### src/rtl/wb_pkg.sv
// Shared types and helpers for the register-bank writeback sequencer.
package wb_pkg;

    typedef enum logic [1:0] {
        IDLE    = 2'd0,
        COLLECT = 2'd1,
        WRITE   = 2'd2
    } wb_state_t;

    localparam logic [3:0] VREG_BASE = 4'd12;
    localparam int         V_DEFAULT = 128;
    localparam int         N_DEFAULT = 32;
    localparam int         LANES     = V_DEFAULT / N_DEFAULT;

    function automatic logic is_vreg(input logic [3:0] addr);
        return addr >= VREG_BASE;
    endfunction

endpackage

### src/rtl/vec_beat_assembler.sv
// Collects 32-bit load beats into lanes of a vector-wide buffer; done pulses
// combinationally on the beat that fills the final expected lane.
module vec_beat_assembler
    import wb_pkg::*;
#(
    parameter int V = 128,
    parameter int N = 32
) (
    input  logic         clk,
    input  logic         rst,
    input  logic         start,
    input  logic         start_vec,
    input  logic         beat_valid,
    input  logic [N-1:0] beat_data,
    input  logic         clear,
    output logic         done,
    output logic [V-1:0] data
);

    localparam int NL = V / N;
    localparam int CW = (NL > 1) ? $clog2(NL) : 1;

    logic [CW-1:0] cnt_q, cnt_d;
    logic [CW-1:0] last_q, last_d;

    assign done = beat_valid && (cnt_q == last_q);

    always_comb begin
        cnt_d  = cnt_q;
        last_d = last_q;
        if (start) begin
            cnt_d  = '0;
            last_d = start_vec ? CW'(NL - 1) : '0;
        end else if (beat_valid && !done) begin
            cnt_d = cnt_q + 1'b1;
        end
    end

    always_ff @(posedge clk) begin
        if (rst) begin
            cnt_q  <= '0;
            last_q <= '0;
        end else begin
            cnt_q  <= cnt_d;
            last_q <= last_d;
        end
    end

    // Lanes never written by a scalar load stay zero because the buffer is
    // cleared after every load write.
    generate
        for (genvar gi = 0; gi < NL; gi++) begin : g_lane
            logic [N-1:0] lane_q, lane_d;

            always_comb begin
                lane_d = lane_q;
                if (clear) begin
                    lane_d = '0;
                end else if (beat_valid && (cnt_q == CW'(gi))) begin
                    lane_d = beat_data;
                end
            end

            always_ff @(posedge clk) begin
                if (rst) begin
                    lane_q <= '0;
                end else begin
                    lane_q <= lane_d;
                end
            end

            assign data[gi*N +: N] = lane_q;
        end
    endgenerate

endmodule

### src/rtl/reg_writeback_seq.sv
// Sole driver of the register bank write port: arbitrates execute results
// against assembled memory loads and tracks registers with loads in flight.
module reg_writeback_seq
    import wb_pkg::*;
#(
    parameter int V = 128,
    parameter int N = 32,
    parameter int M = 4
) (
    input  logic            clk,
    input  logic            rst,
    input  logic            ex_valid,
    output logic            ex_ready,
    input  logic [M-1:0]    ex_addr,
    input  logic [V-1:0]    ex_data,
    input  logic            ld_req_valid,
    output logic            ld_req_ready,
    input  logic [M-1:0]    ld_req_addr,
    input  logic            ld_beat_valid,
    input  logic [N-1:0]    ld_beat_data,
    output logic            we3,
    output logic [M-1:0]    wa3,
    output logic [V-1:0]    wd3,
    output logic [2**M-1:0] busy,
    output logic            ld_err
);

    localparam int R = 2**M;

    wb_state_t      state_q, state_d;
    logic [M-1:0]   dest_q, dest_d;
    logic [R-1:0]   busy_q, busy_d;
    logic           ld_err_q, ld_err_d;
    logic           we3_q, we3_d;
    logic [M-1:0]   wa3_q, wa3_d;
    logic [V-1:0]   wd3_q, wd3_d;
    logic           wr_load_q, wr_load_d;

    logic           ld_start;
    logic           ld_start_vec;
    logic           beat_take;
    logic           asm_clear;
    logic           asm_done;
    logic [V-1:0]   asm_data;

    assign ld_req_ready = (state_q == IDLE);
    assign ex_ready     = (state_q != WRITE) && !busy_q[ex_addr];
    assign ld_start     = (state_q == IDLE) && ld_req_valid;
    assign ld_start_vec = is_vreg(ld_req_addr);
    assign beat_take    = (state_q == COLLECT) && ld_beat_valid;
    assign asm_clear    = (state_q == WRITE);

    vec_beat_assembler #(
        .V (V),
        .N (N)
    ) u_asm (
        .clk        (clk),
        .rst        (rst),
        .start      (ld_start),
        .start_vec  (ld_start_vec),
        .beat_valid (beat_take),
        .beat_data  (ld_beat_data),
        .clear      (asm_clear),
        .done       (asm_done),
        .data       (asm_data)
    );

    always_comb begin
        state_d   = state_q;
        dest_d    = dest_q;
        busy_d    = busy_q;
        ld_err_d  = ld_err_q | (ld_beat_valid && (state_q != COLLECT));
        we3_d     = 1'b0;
        wa3_d     = wa3_q;
        wd3_d     = wd3_q;
        wr_load_d = 1'b0;

        // Release the reservation only once the bank already holds the value.
        if (we3_q && wr_load_q) begin
            busy_d = '0;
        end

        case (state_q)
            IDLE: begin
                if (ld_req_valid) begin
                    dest_d              = ld_req_addr;
                    busy_d[ld_req_addr] = 1'b1;
                    state_d             = COLLECT;
                end
            end
            COLLECT: begin
                if (asm_done) begin
                    state_d = WRITE;
                end
            end
            WRITE: begin
                state_d   = IDLE;
                we3_d     = 1'b1;
                wa3_d     = dest_q;
                wd3_d     = asm_data;
                wr_load_d = 1'b1;
            end
            default: state_d = IDLE;
        endcase

        // ex_ready is low in WRITE, so this never collides with a load write.
        if (ex_valid && ex_ready) begin
            we3_d = 1'b1;
            wa3_d = ex_addr;
            wd3_d = is_vreg(ex_addr) ? ex_data : {{(V-N){1'b0}}, ex_data[N-1:0]};
        end
    end

    always_ff @(posedge clk) begin
        if (rst) begin
            state_q   <= IDLE;
            dest_q    <= '0;
            busy_q    <= '0;
            ld_err_q  <= 1'b0;
            we3_q     <= 1'b0;
            wa3_q     <= '0;
            wd3_q     <= '0;
            wr_load_q <= 1'b0;
        end else begin
            state_q   <= state_d;
            dest_q    <= dest_d;
            busy_q    <= busy_d;
            ld_err_q  <= ld_err_d;
            we3_q     <= we3_d;
            wa3_q     <= wa3_d;
            wd3_q     <= wd3_d;
            wr_load_q <= wr_load_d;
        end
    end

    assign we3    = we3_q;
    assign wa3    = wa3_q;
    assign wd3    = wd3_q;
    assign busy   = busy_q;
    assign ld_err = ld_err_q;

endmodule
### config.mk
export PLATFORM = sky130hd
export DESIGN_NAME = reg_writeback_seq
export DESIGN_NICKNAME = d
export VERILOG_FILES = /design/src/rtl/wb_pkg.sv /design/src/rtl/vec_beat_assembler.sv /design/src/rtl/reg_writeback_seq.sv
export SDC_FILE = /design/constraint.sdc
export NUM_CORES = 1
export LEC_CHECK = 0
export CAP_MARGIN = 10
export CORE_ASPECT_RATIO = 1.75
export CORE_MARGIN = 2
export CORE_UTILIZATION = 32
export CTS_CLUSTER_DIAMETER = 100
export DETAILED_ROUTE_END_ITERATION = 8
export GPL_TIMING_DRIVEN = 0
export PLACE_DENSITY = 0.61
export SYNTH_ARGS = -nofsm -noshare
export SYNTH_HDL_FRONTEND = slang
export SYNTH_HIERARCHICAL = 1
export SYNTH_SLANG_ARGS = --single-unit
export TNS_END_PERCENT = 5
### constraint.sdc
create_clock -name clk -period 3.1 [get_ports clk]
set_input_delay 0.62 -clock clk [delete_from_list [all_inputs] [get_ports clk]]
set_output_delay 0.62 -clock clk [all_outputs]
set_load 0.01 [all_outputs]
==> results of run 1 <==
==> final cells by class <==
| class | instances | area, um^2 | area share |
|---|---|---|---|
| timing repair buffer | 324 | 3232 | 0.1868 |
| clock buffer | 34 | 784.5 | 0.04536 |
| clock inverter | 17 | 211.5 | 0.01223 |
| multi-input combinational | 1122 | 5966 | 0.3449 |
| sequential | 288 | 5766 | 0.3333 |
| inverter | 10 | 40.04 | 0.002315 |
| tap | 485 | 606.8 | 0.03508 |
| buffer | 123 | 690.7 | 0.03993 |
==> cell usage in the layout, fill, tap and decap left out, types with 5 or more instances in the layout <==
cell             count
nor2_1             259
buf_6               11
a2bb2oi_1           51
a2bb2oi_2           39
a22oi_1             18
nand2_1            512
nor3_1               5
nand2_2             11
buf_2               58
buf_1                7
a311oi_2            35
dfxtp_1            288
clkbuf_16           29
clkbuf_1            41
a21oi_1            112
a21oi_2             30
inv_1                9
clkinvlp_4           6
clkdlybuf4s50_1    320
==> critical path: cells and delay by family, from the launching register on <==
kind	cells	cell delay (ps)
buffers and inverters	1	530
multiplexers	1	280
AO/OA/AOI/OAI	2	650
flip-flops	1	340
==> worst max path at each step <==
stage / startpoint / end / cells past startpoint
final: busy[10] / ex_ready / 4
after global routing: state_q[0] / ex_ready / 6
after CTS: state_q[0] / ex_ready / 6
after detailed placement: ex_addr[1] / wd3[43] / 7
after global placement: ex_addr[1] / ex_ready / 5
after floorplan: ex_addr[0] / wd3[22] / 8
==> routing by layer <==
layer | GRT usage | part of all wire
met5 | 0 | 0
met4 | 0.09735 | 0.046
met3 | 0.03731 | 0.059
met2 | 0.3997 | 0.53
met1 | 0.2245 | 0.37
==> flip-flops by register name, indices dropped and copies added, names as in the netlist <==
register / cells
wr_load_q: 1
u_asm/cnt_q: 2
we3: 1
u_asm/g_lane.lane_q: 128
u_asm/last_q: 1
dest_q: 4
busy: 16
wd3: 128
ld_err: 1
wa3: 4
state_q: 2
==> logic make-up (layout without fill, tap and decap cells) <==
family                   after synthesis  in the layout
buffers and inverters                134            508
adder cells (fa/ha/maj)                4              4
AND/OR/NAND/NOR                      807            807
AO/OA/AOI/OAI                        301            301
flip-flops                           288            288
multiplexers                          10             10
==> power groups by stage <==
| stage | Combinational (W) | Sequential, W | Clock [W] |
|---|---|---|---|
| floorplan | 0.000582 | 0.00411 | 0 |
| global placement | 0.00140 | 0.00406 | 0 |
| detailed placement | 0.00141 | 0.00406 | 0 |
| CTS | 0.00142 | 0.00398 | 0.00379 |
| global route | 0.00149 | 0.00399 | 0.00393 |
| finish | 0.00140 | 0.00398 | 0.00371 |
==> repair_timing <==
| action | in CTS | in global routing |
|---|---|---|
| endpoints found under the setup margin | 1 | 1 |
| hold endpoints to repair | 0 | 0 |
| pin swaps | 1 | 1 |
| resized for setup | 3 | 4 |
| buffers inserted | 1 | 1 |
==> through the flow <==
step                      hold slack [ps]  TNS [ps]
final                               415.0         0
after global routing                435.1         0
after CTS                           394.0         0
after detailed placement            447.1    -25960
after global placement              442.9    -17910
after floorplan                     436.0         0
==> impl_results.md, run 1 <==
- Status: complete, no violations
- Area contributors post-synth: dfxtp_1 46%, nand2_1 15%, nor2_1 7.8%, a2bb2oi_2 4.7%, a21oi_1 4.5%
- TritonCTS clock tree: yes
- Post-synthesis sequential area ratio: 0.4627
- Placed Area: approximately 16000 um^2
- Switching portion of total power: 0.2576
- Cell chain of the critical path: mux2_1 -> a222oi_1 -> o211a_1 -> clkdlybuf4s50_1
- Clk buf depth: 3
- Die width: 153.2 um
- Dpl hpwl: approximately 35000 um
- Synth cell count leaders: 512 x nand2_1, 288 x dfxtp_1, 259 x nor2_1, 112 x a21oi_1, 59 x buf_2
- Clock sinks: roughly 290
- Hold path startpoint: ex_addr[0]
- Num rows: 95
- RSZ-0062 raised after global routing: no
- R2R depth: 8
- FF+latch count, synth: between 200 and 300
- # hold bufs at CTS: 0
- Critical Path Max Stage Delay: 530 ps
- Reg clk slew, reported paths: around 70 ps
- Worst Setup Path Type: flop to primary output
- Reg-to-Reg Start: busy[10]
- Max Cap Viol: 0
- Setup slack, reg-to-reg: 570 ps
- Area grow syn2layout: 38.81%
- Hold Fails Final Rpt: 0
- Initial Utilization: 0.3246
- Vias per cell: approximately 5
- Crit-path slowest cell: clkdlybuf4s50_1
- Actual slew at the worst max-slew pin: 967.5 ps
- Crit path DAT: roughly 2400 ps
- Die H: roughly 270 um
- Port Buffers: 322
- Total power: a little over 0.009 W
- P_int: approximately 0.0067 W
- Layout Cells excl Fill: between 2000 and 2500
- Via count: approximately 12000
- Post-synth EDFFs: 0
- Clock power frac: 0.408
- Cells after synthesis: ~1500
- DRC Markers: 0
- Maximum vdd drop: between 0.3 and 0.4 mV
- WHS Endpoint: wa3[0]
- # setup viols final: 0
- Hold depth: 3
- Fill count: just under 4000
- FMAX: between 300 and 400 MHz
- Final min period: around 3000 ps
- Slew Limit Fails: 0
- Core area: ~38000 um^2
- Largest family of logic cells by synthesized area: simple AND/OR/NAND/NOR gates
- Final net count: approximately 2100
- Simple-gate share of the synthesized area: 0.2511
- Complex-gate fraction of the synthesized area: 0.2141
- # IOs: ~330
- Initial antenna violation count: 1
- Layout cells sized above 1: 0.1350
- Async set or reset register ratio after synthesis: 0
- First drt pass iteration count: 5
- Post-route cell area: between 15000 and 20000 um^2
- Wire per inst: 18.68 um
- Initial DRC count: just under 600
- Dpl cells: between 2000 and 2500
- ANT cells: 0
- Crit start category: flop
- Post-detailed-route count of antenna-violating nets: 0
- Yosys top cell area share: 0.4627
- First-pass GRT wire length: ~67000 um
- RePlAce Congestion: roughly 0.88
- Syn avg cell area: roughly 8 um^2
- Worst skew pair latency: approximately 570 ps
- Synthesized-area fraction occupied by xor and xnor cells: 0
- Post-Route Utilization: 0.4505
- Max-slew headroom: 0.3550
- Adder-cell area share of the yosys netlist: 0.004016
- CTS H-Tree Depth: 1
- HP Class: input pin to flop
- Multiplexer area fraction after synthesis: 0.009539
- Worst Path Required: about 2500 ps
- Setup ws final: around 110 ps
- Vias in the first global route: roughly 12000
- Largest net degree at the start of global routing: 19
- Placement Setup Slack: -322.9 ps
- Mapped Nets: between 1500 and 2000
- PwrDens: ~530 nW/um^2
- Maximum fanout along the worst path: 3
- GR Overflow Total: 0
- Area leader, netlist: dfxtp_1
- Synthesis Warnings: 6
- Wirelength, routed: about 45000 um
- Mapped Area: ~12000 um^2
- Tot GR Track Use: 0.2111
- Final period util: 0.9654
- Total CTS buffers: 28
- Worst Setup End Kind: primary output
- Final clock skew: 12.95 ps
- Netlist cell types: 50
- Switching power: between 0.002 and 0.0025 W
- Ys flop type: dfxtp_1
- Root Buffer: clkbuf_16
- Flop pwr share: 0.437
- Most frequent cell after synthesis: nand2_1
- Lkg Pwr: roughly 6.5 nW
- Critical R2R Capture: wd3[43]
- Gate power share: 0.154
- DIE AREA: ~41000 um^2
Power figures use the tool's default switching activity.
==> run 2: changes to the inputs <==
CORE_MARGIN = 5   (was 2)
CORE_UTILIZATION = 49   (was 32)
PLACE_DENSITY = 0.85   (was 0.61)
==> impl_results.md, run 2 (synthesized netlist as in run 1, its figures left out) <==
- Clk buf depth: 3 (unchanged)
- Largest net degree at the start of global routing: 19 (unchanged)
- Crit start category: flop
- Final net count: 2077 (+0.14%)
- Dpl hpwl: 31830 um (-8.3%)
- Area grow syn2layout: 37.31%
- Placed Area: 16080 um^2 (-1.3%)
- Post-detailed-route count of antenna-violating nets: 0 (unchanged)
- GR Overflow Total: 0 (unchanged)
- Core area: 25150 um^2 (-35%)
- Layout cells sized above 1: 0.1360 (+0.0009718)
- Actual slew at the worst max-slew pin: 939.9 ps (-27.66 ps)
- R2R depth: 15 (+7)
- Hold path startpoint: ex_addr[0]
- Critical R2R Capture: wd3[41]
- WHS: 423.5 ps (+8.496 ps)
- Root Buffer: clkbuf_16
- Vias per cell: 5.404 (+10%)
- # IOs: 325 (unchanged)
- Die width: 130.5 um (-15%)
- Hold depth: 3 (unchanged)
- Initial antenna violation count: 1 (unchanged)
- Worst Path Required: 2480 ps (about the same)
- M1 WL: 14690 um (-11%)
- Hold Fails Final Rpt: 0 (unchanged)
- PwrDens: 528.3 nW/um^2 (+0.52%)
- DRC Markers: 0 (unchanged)
- Final min period: 3031 ps (+37.91 ps)
- Max Cap Viol: 0 (unchanged)
- # setup viols final: 0 (unchanged)
- Num rows: 77 (-19%)
- Port Buffers: 322 (unchanged)
- Worst skew pair latency: 550 ps (-20 ps)
- CTS H-Tree Depth: 1 (unchanged)
- WHS Endpoint: wa3[0]
- Fin Setup TNS: 0 ps (unchanged)
- Lkg Pwr: 6.503 nW (+0.46%)
- Status: complete, no violations
- Total CTS buffers: 26 (-7.1%)
- Top layer in use: met4
- FMAX: 330.0 MHz (-1.3%)
- ANT cells: 0 (unchanged)
- Clock sinks: 288 (unchanged)
- Initial Utilization: 0.4955 (+0.1710)
- Worst Setup Path Type: flop to primary output
- Initial DRC count: 839 (+43%)
- Post-route cell area: 17110 um^2 (-1.1%)
- Reg clk slew, reported paths: 70 ps (about the same)
- Most frequent cells in the layout: 512 x nand2_1, 320 x clkdlybuf4s50_1, 288 x dfxtp_1, 259 x nor2_1, 112 x a21oi_1
- Met2 wire length: 21170 um (-10%)
- Maximum fanout along the worst path: 3 (unchanged)
- TritonCTS clock tree: yes
- DIE AREA: 28840 um^2 (-29%)
- Tot GR Track Use: 0.2809 (+0.06974)
- Die H: 221.0 um (-17%)
- Wire per inst: 18.68 um (about the same)
- Wirelength, routed: 41760 um (-7.0%)
- Slew Limit Fails: 0 (unchanged)
- Maximum vdd drop: 0.3578 mV (-6.1%)
- Max-slew headroom: 0.3734 (+0.01844)
- Setup slack, reg-to-reg: 120 ps (-450 ps)
- RePlAce Congestion: 0.9508 (+8.0%)
- Commonest non-fill, non-tap cell in the layout: nand2_1
- Crit path DAT: 2410 ps (+40 ps)
- Final period util: 0.9776 (+0.01223)
- Vias in the first global route: 12248 (+1.9%)
- First-pass GRT wire length: 64450 um (-3.8%)
- Worst Setup End Kind: primary output
- Reg-to-Reg Start: busy[11]
- HP Class: input pin to flop
- DR WL met3: 2982 um (+12%)
- Final clock skew: 13.78 ps (+0.8267 ps)
- First drt pass iteration count: 6 (+1)
- RSZ-0062 raised after global routing: no
- Dpl cells: 2182 (-7.2%)
- Layout Cells excl Fill: 2235 (-7.0%)
- Via count: 12079 (+2.6%)
- Total power: 0.009040 W (-0.56%)
## run 2: worst max path at each step
stage	startpoint	endpoint	slack [ps]	cells after the start
floorplan	ex_addr[0]	wd3[22]	760	8
global placement	ex_addr[1]	ex_ready	-320	5
detailed placement	ex_addr[1]	ex_ready	-360	5
CTS	state_q[0]	ex_ready	20	6
global route	busy[11]	ex_ready	0.9	4
finish	busy[11]	ex_ready	70	4
## run 2: per-layer routing
layer | global-route usage | up-vias
met5 | 0 | -
met4 | 0.1700 | 0
met3 | 0.04826 | 147
met2 | 0.4963 | 511
met1 | 0.3038 | 5620
li1 | - | 5801
## run 2: repair_timing
action / CTS / global route
hold buffers: 0 / 0
pin swaps: 1 / 1
resized for setup: 2 / 5
buffers inserted: 7 / 0
endpoints found under the hold margin: 0 / 0
endpoints found under the setup margin: 1 / 5
## run 2: stage by stage
stage	utilization	worst slack [ps]
after floorplan	-	755.1
after global placement	0.6394	-318.0
after detailed placement	0.6394	-361.9
after CTS	0.6803	17.96
after global routing	0.6805	0.9213
final	0.6805	69.31
## run 2: cell type report
class / instances / area [um^2]
fill: 2002 / 8035
multi-input combinational: 1122 / 5972
sequential: 288 / 5766
timing repair buffer: 329 / 3269
clock buffer: 32 / 734.5
buffer: 123 / 688.2
tap: 316 / 395.4
clock inverter: 15 / 245.2
inverter: 10 / 40.04
## run 2: worst max-delay path, stage by stage (launching register included)
cell and delay [ps]:
dfxtp_1 330, mux2_1 290, a222oi_1 460, o211a_1 220, clkdlybuf4s50_1 570
## run 2: where the power goes
part | total (W) | switching, W | internal (W)
sequential | 0.00398 | 0.000105 | 0.00387
combinational | 0.00139 | 0.000658 | 0.000735
clock | 0.00367 | 0.00147 | 0.00220
==> run 3: changes to the inputs <==
CORE_UTILIZATION = 47   (was 49)
SYNTH_HIERARCHICAL = default   (was 1)
==> impl_results.md, run 3 <==
- WHS Endpoint: u_asm.g_lane[2].lane_q[17]
- Port Buffers: 320 (-0.62%)
- Post-detailed-route count of antenna-violating nets: 0 (unchanged)
- Initial DRC count: 578 (-31%)
- Clk buf depth: 3 (unchanged)
- Setup slack, reg-to-reg: 210 ps (+90 ps)
- Post-Route Utilization: 0.6696 (-0.01083)
- GR Overflow Total: 0 (unchanged)
- Layout Cells excl Fill: 1923 (-14%)
- R2R depth: 12 (-3)
- Final min period: 2965 ps (-66.03 ps)
- Largest delay share family, worst path: buffers and inverters
- # setup viols final: 0 (unchanged)
- Area grow syn2layout: 41.51%
- Fin Setup TNS: 0 ps (unchanged)
- Worst Path Required: 3570 ps (+1090 ps)
- PwrDens: 531.4 nW/um^2 (+0.58%)
- Final net count: 1774 (-15%)
- Setup ws final: 135.3 ps (+66.03 ps)
- Crit start category: input pin
- RePlAce Congestion: 0.8936 (-6.0%)
- Syn avg cell area: 8.805 um^2 (+9.1%)
- Crit path DAT: 3440 ps (+1030 ps)
- DIE AREA: 26580 um^2 (-7.9%)
- Vias in the first global route: 11087 (-9.5%)
- Hold path startpoint: u_asm.g_lane[2].lane_q[17]
- Synthesis Warnings: 0 (-6)
- Largest net degree at the start of global routing: 20 (+1)
- Most frequent CP cell: buf_4
- Final period util: 0.9563 (-0.02130)
- Area contributors post-synth: dfxtp_1 53%, nand2_1 12%, a221o_1 8.8%, a21oi_1 6.1%, and3_1 5.7%
- Slew Limit Fails: 0 (unchanged)
- Clock sinks: 288 (unchanged)
- Placement Setup Slack: -529.7 ps (-167.9 ps)
- Netlist cell types: 43 (-14%)
- FMAX: 337.3 MHz (+2.2%)
- Post-synth EDFFs: 0 (unchanged)
- Initial Utilization: 0.4732 (-0.02236)
- HP Class: flop to flop
- Reg-to-Reg Start: busy[12]
- Die width: 125.4 um (-3.9%)
- Actual slew at the worst max-slew pin: 855.6 ps (-84.26 ps)
- Commonest non-fill, non-tap cell in the layout: nand2_1
- DRC Markers: 0 (unchanged)
- WHS: 450.3 ps (+26.78 ps)
- Worst Setup End Kind: flop
- Root Buffer: clkbuf_16
- Critical Path Max Stage Delay: 460 ps (-110 ps)
- First drt pass iteration count: 5 (-1)
- Lkg Pwr: 5.878 nW (-9.6%)
- Post-synthesis sequential area ratio: 0.5264 (+0.06369)
- Most frequent cells in the layout: 364 x nand2_1, 317 x clkdlybuf4s50_1, 288 x dfxtp_1, 133 x a21oi_1, 99 x and3_1
- Async set or reset register ratio after synthesis: 0 (unchanged)
- Cell chain of the critical path: dlygate4sd2_1 -> and3b_1 -> a222oi_1 -> buf_4 -> buf_4 -> buf_4 -> buf_4 -> nand4_1 -> buf_2 -> nor3_4 -> buf_2 -> buf_4 -> a221o_1
- Dpl hpwl: 30660 um (-3.7%)
- Wire per inst: 20.46 um (+9.5%)
- Num rows: 74 (-3.9%)
- Area leader, netlist: dfxtp_1
- FF+latch count, synth: 288 (unchanged)
- Hold depth: 2 (-1)
- Max-slew headroom: 0.4284 (+0.05500)
- Hold Fails Final Rpt: 0 (unchanged)
- Layout cells sized above 1: 0.05012 (-0.08588)
- Final clock skew: 11.33 ps (-2.449 ps)
- Most frequent cell after synthesis: nand2_1
- Vias per cell: 5.625 (+4.1%)
- Via count: 10816 (-10%)
- Cells after synthesis: 1244 (-19%)
- Yosys top cell area share: 0.5264 (+0.06369)
- Cell count along the critical path: 13 (+9)
- Critical R2R Capture: wd3[62]
- Core area: 23150 um^2 (-7.9%)
- Wirelength, routed: 39350 um (-5.8%)
- Ys flop type: dfxtp_1
- CTS H-Tree Depth: 1 (unchanged)
- Worst setup path start: ex_addr[1]
- WP buf/inv: 8 (+7)
- Total CTS buffers: 27 (+3.8%)
- Mapped Nets: 1421 (-17%)
- Status: complete, no violations
- Reg clk slew, reported paths: 60 ps (about the same)
- # IOs: 325 (unchanged)
- Max Cap Viol: 0 (unchanged)
- Initial antenna violation count: 3 (+2)
- Crit-path slowest cell: a222oi_1
- Dpl cells: 1868 (-14%)
- RSZ-0062 raised after global routing: no
- First-pass GRT wire length: 59430 um (-7.8%)
- Maximum vdd drop: 0.4388 mV (+23%)
- Die H: 211.9 um (-4.1%)
- Worst Setup Path Type: input pin to flop
- TritonCTS clock tree: yes
- Synth cell count leaders: 364 x nand2_1, 288 x dfxtp_1, 133 x a21oi_1, 99 x and3_1, 96 x a221o_1
- Mapped Area: 10950 um^2 (-12%)
- Worst skew pair latency: 530 ps (-20 ps)
- Tot GR Track Use: 0.2809 (about the same)
- Maximum fanout along the worst path: 10 (+7)
[run 3: routing by layer]
layer  track usage  vias to the layer above  wire (um)
met1        0.2774                     5103      13350
met2        0.5354                      449      20760
met5             0                        -          0
met3       0.05201                      153       2575
li1              -                     5111          -
met4        0.1733                        0       2670
[run 3: worst max path at each step]
stage and end:
2_1_floorplan ex_ready, 3_3_place_gp ex_ready, 3_5_place_dp ex_ready, 4_1_cts wd3[62], 5_1_grt wd3[62], 6_report wd3[62]
[run 3: kinds of logic (layout without fill, tap and decap cells)]
family	Yosys count	count (layout)	share of synthesized area
buffers and inverters	119	491	0.05003
multiplexers	7	7	0.008338
adder cells (fa/ha/maj)	4	4	0.004570
other	0	3	0
flip-flops	288	288	0.5264
AND/OR/NAND/NOR	532	532	0.2160
AO/OA/AOI/OAI	294	294	0.1947
[run 3: per-stage QoR]
step                      total power, W  cell area (um^2)
final                           0.008236             15500
after global routing            0.008462             15500
after CTS                       0.008240             15480
after detailed placement        0.004855             14540
after global placement          0.004838             14540
after floorplan                 0.004283             10950
[run 3: cell type report]
| type | instances | area [um^2] |
|---|---|---|
| Antenna cell | 3 | 7.507 |
| Buffer | 114 | 534.3 |
| Clock buffer | 41 | 808.3 |
| Clock inverter | 7 | 112.6 |
| Fill cell | 1875 | 7647 |
| Inverter | 4 | 15.01 |
| Multi-Input combinational cell | 837 | 4639 |
| Sequential cell | 288 | 5766 |
| Tap cell | 304 | 380.4 |
| Timing Repair Buffer | 325 | 3237 |
[run 3: power breakdown]
group          switching (W)  internal [W]
registers          0.0000643       0.00381
logic               0.000460      0.000458
clock network        0.00141       0.00204
total                0.00193       0.00630
[run 3: tightest hold or removal path, stage by stage, from the launching register on]
cell and delay, ps:
dfxtp_1 300, nand2_1 50, a21oi_1 50
[run 3: timing repair]
action	4_1_cts	5_1_grt
pin swaps	1	1
resized for setup	6	0
endpoints found under the setup margin	1	40
hold buffers	0	0
buffers inserted	4	1
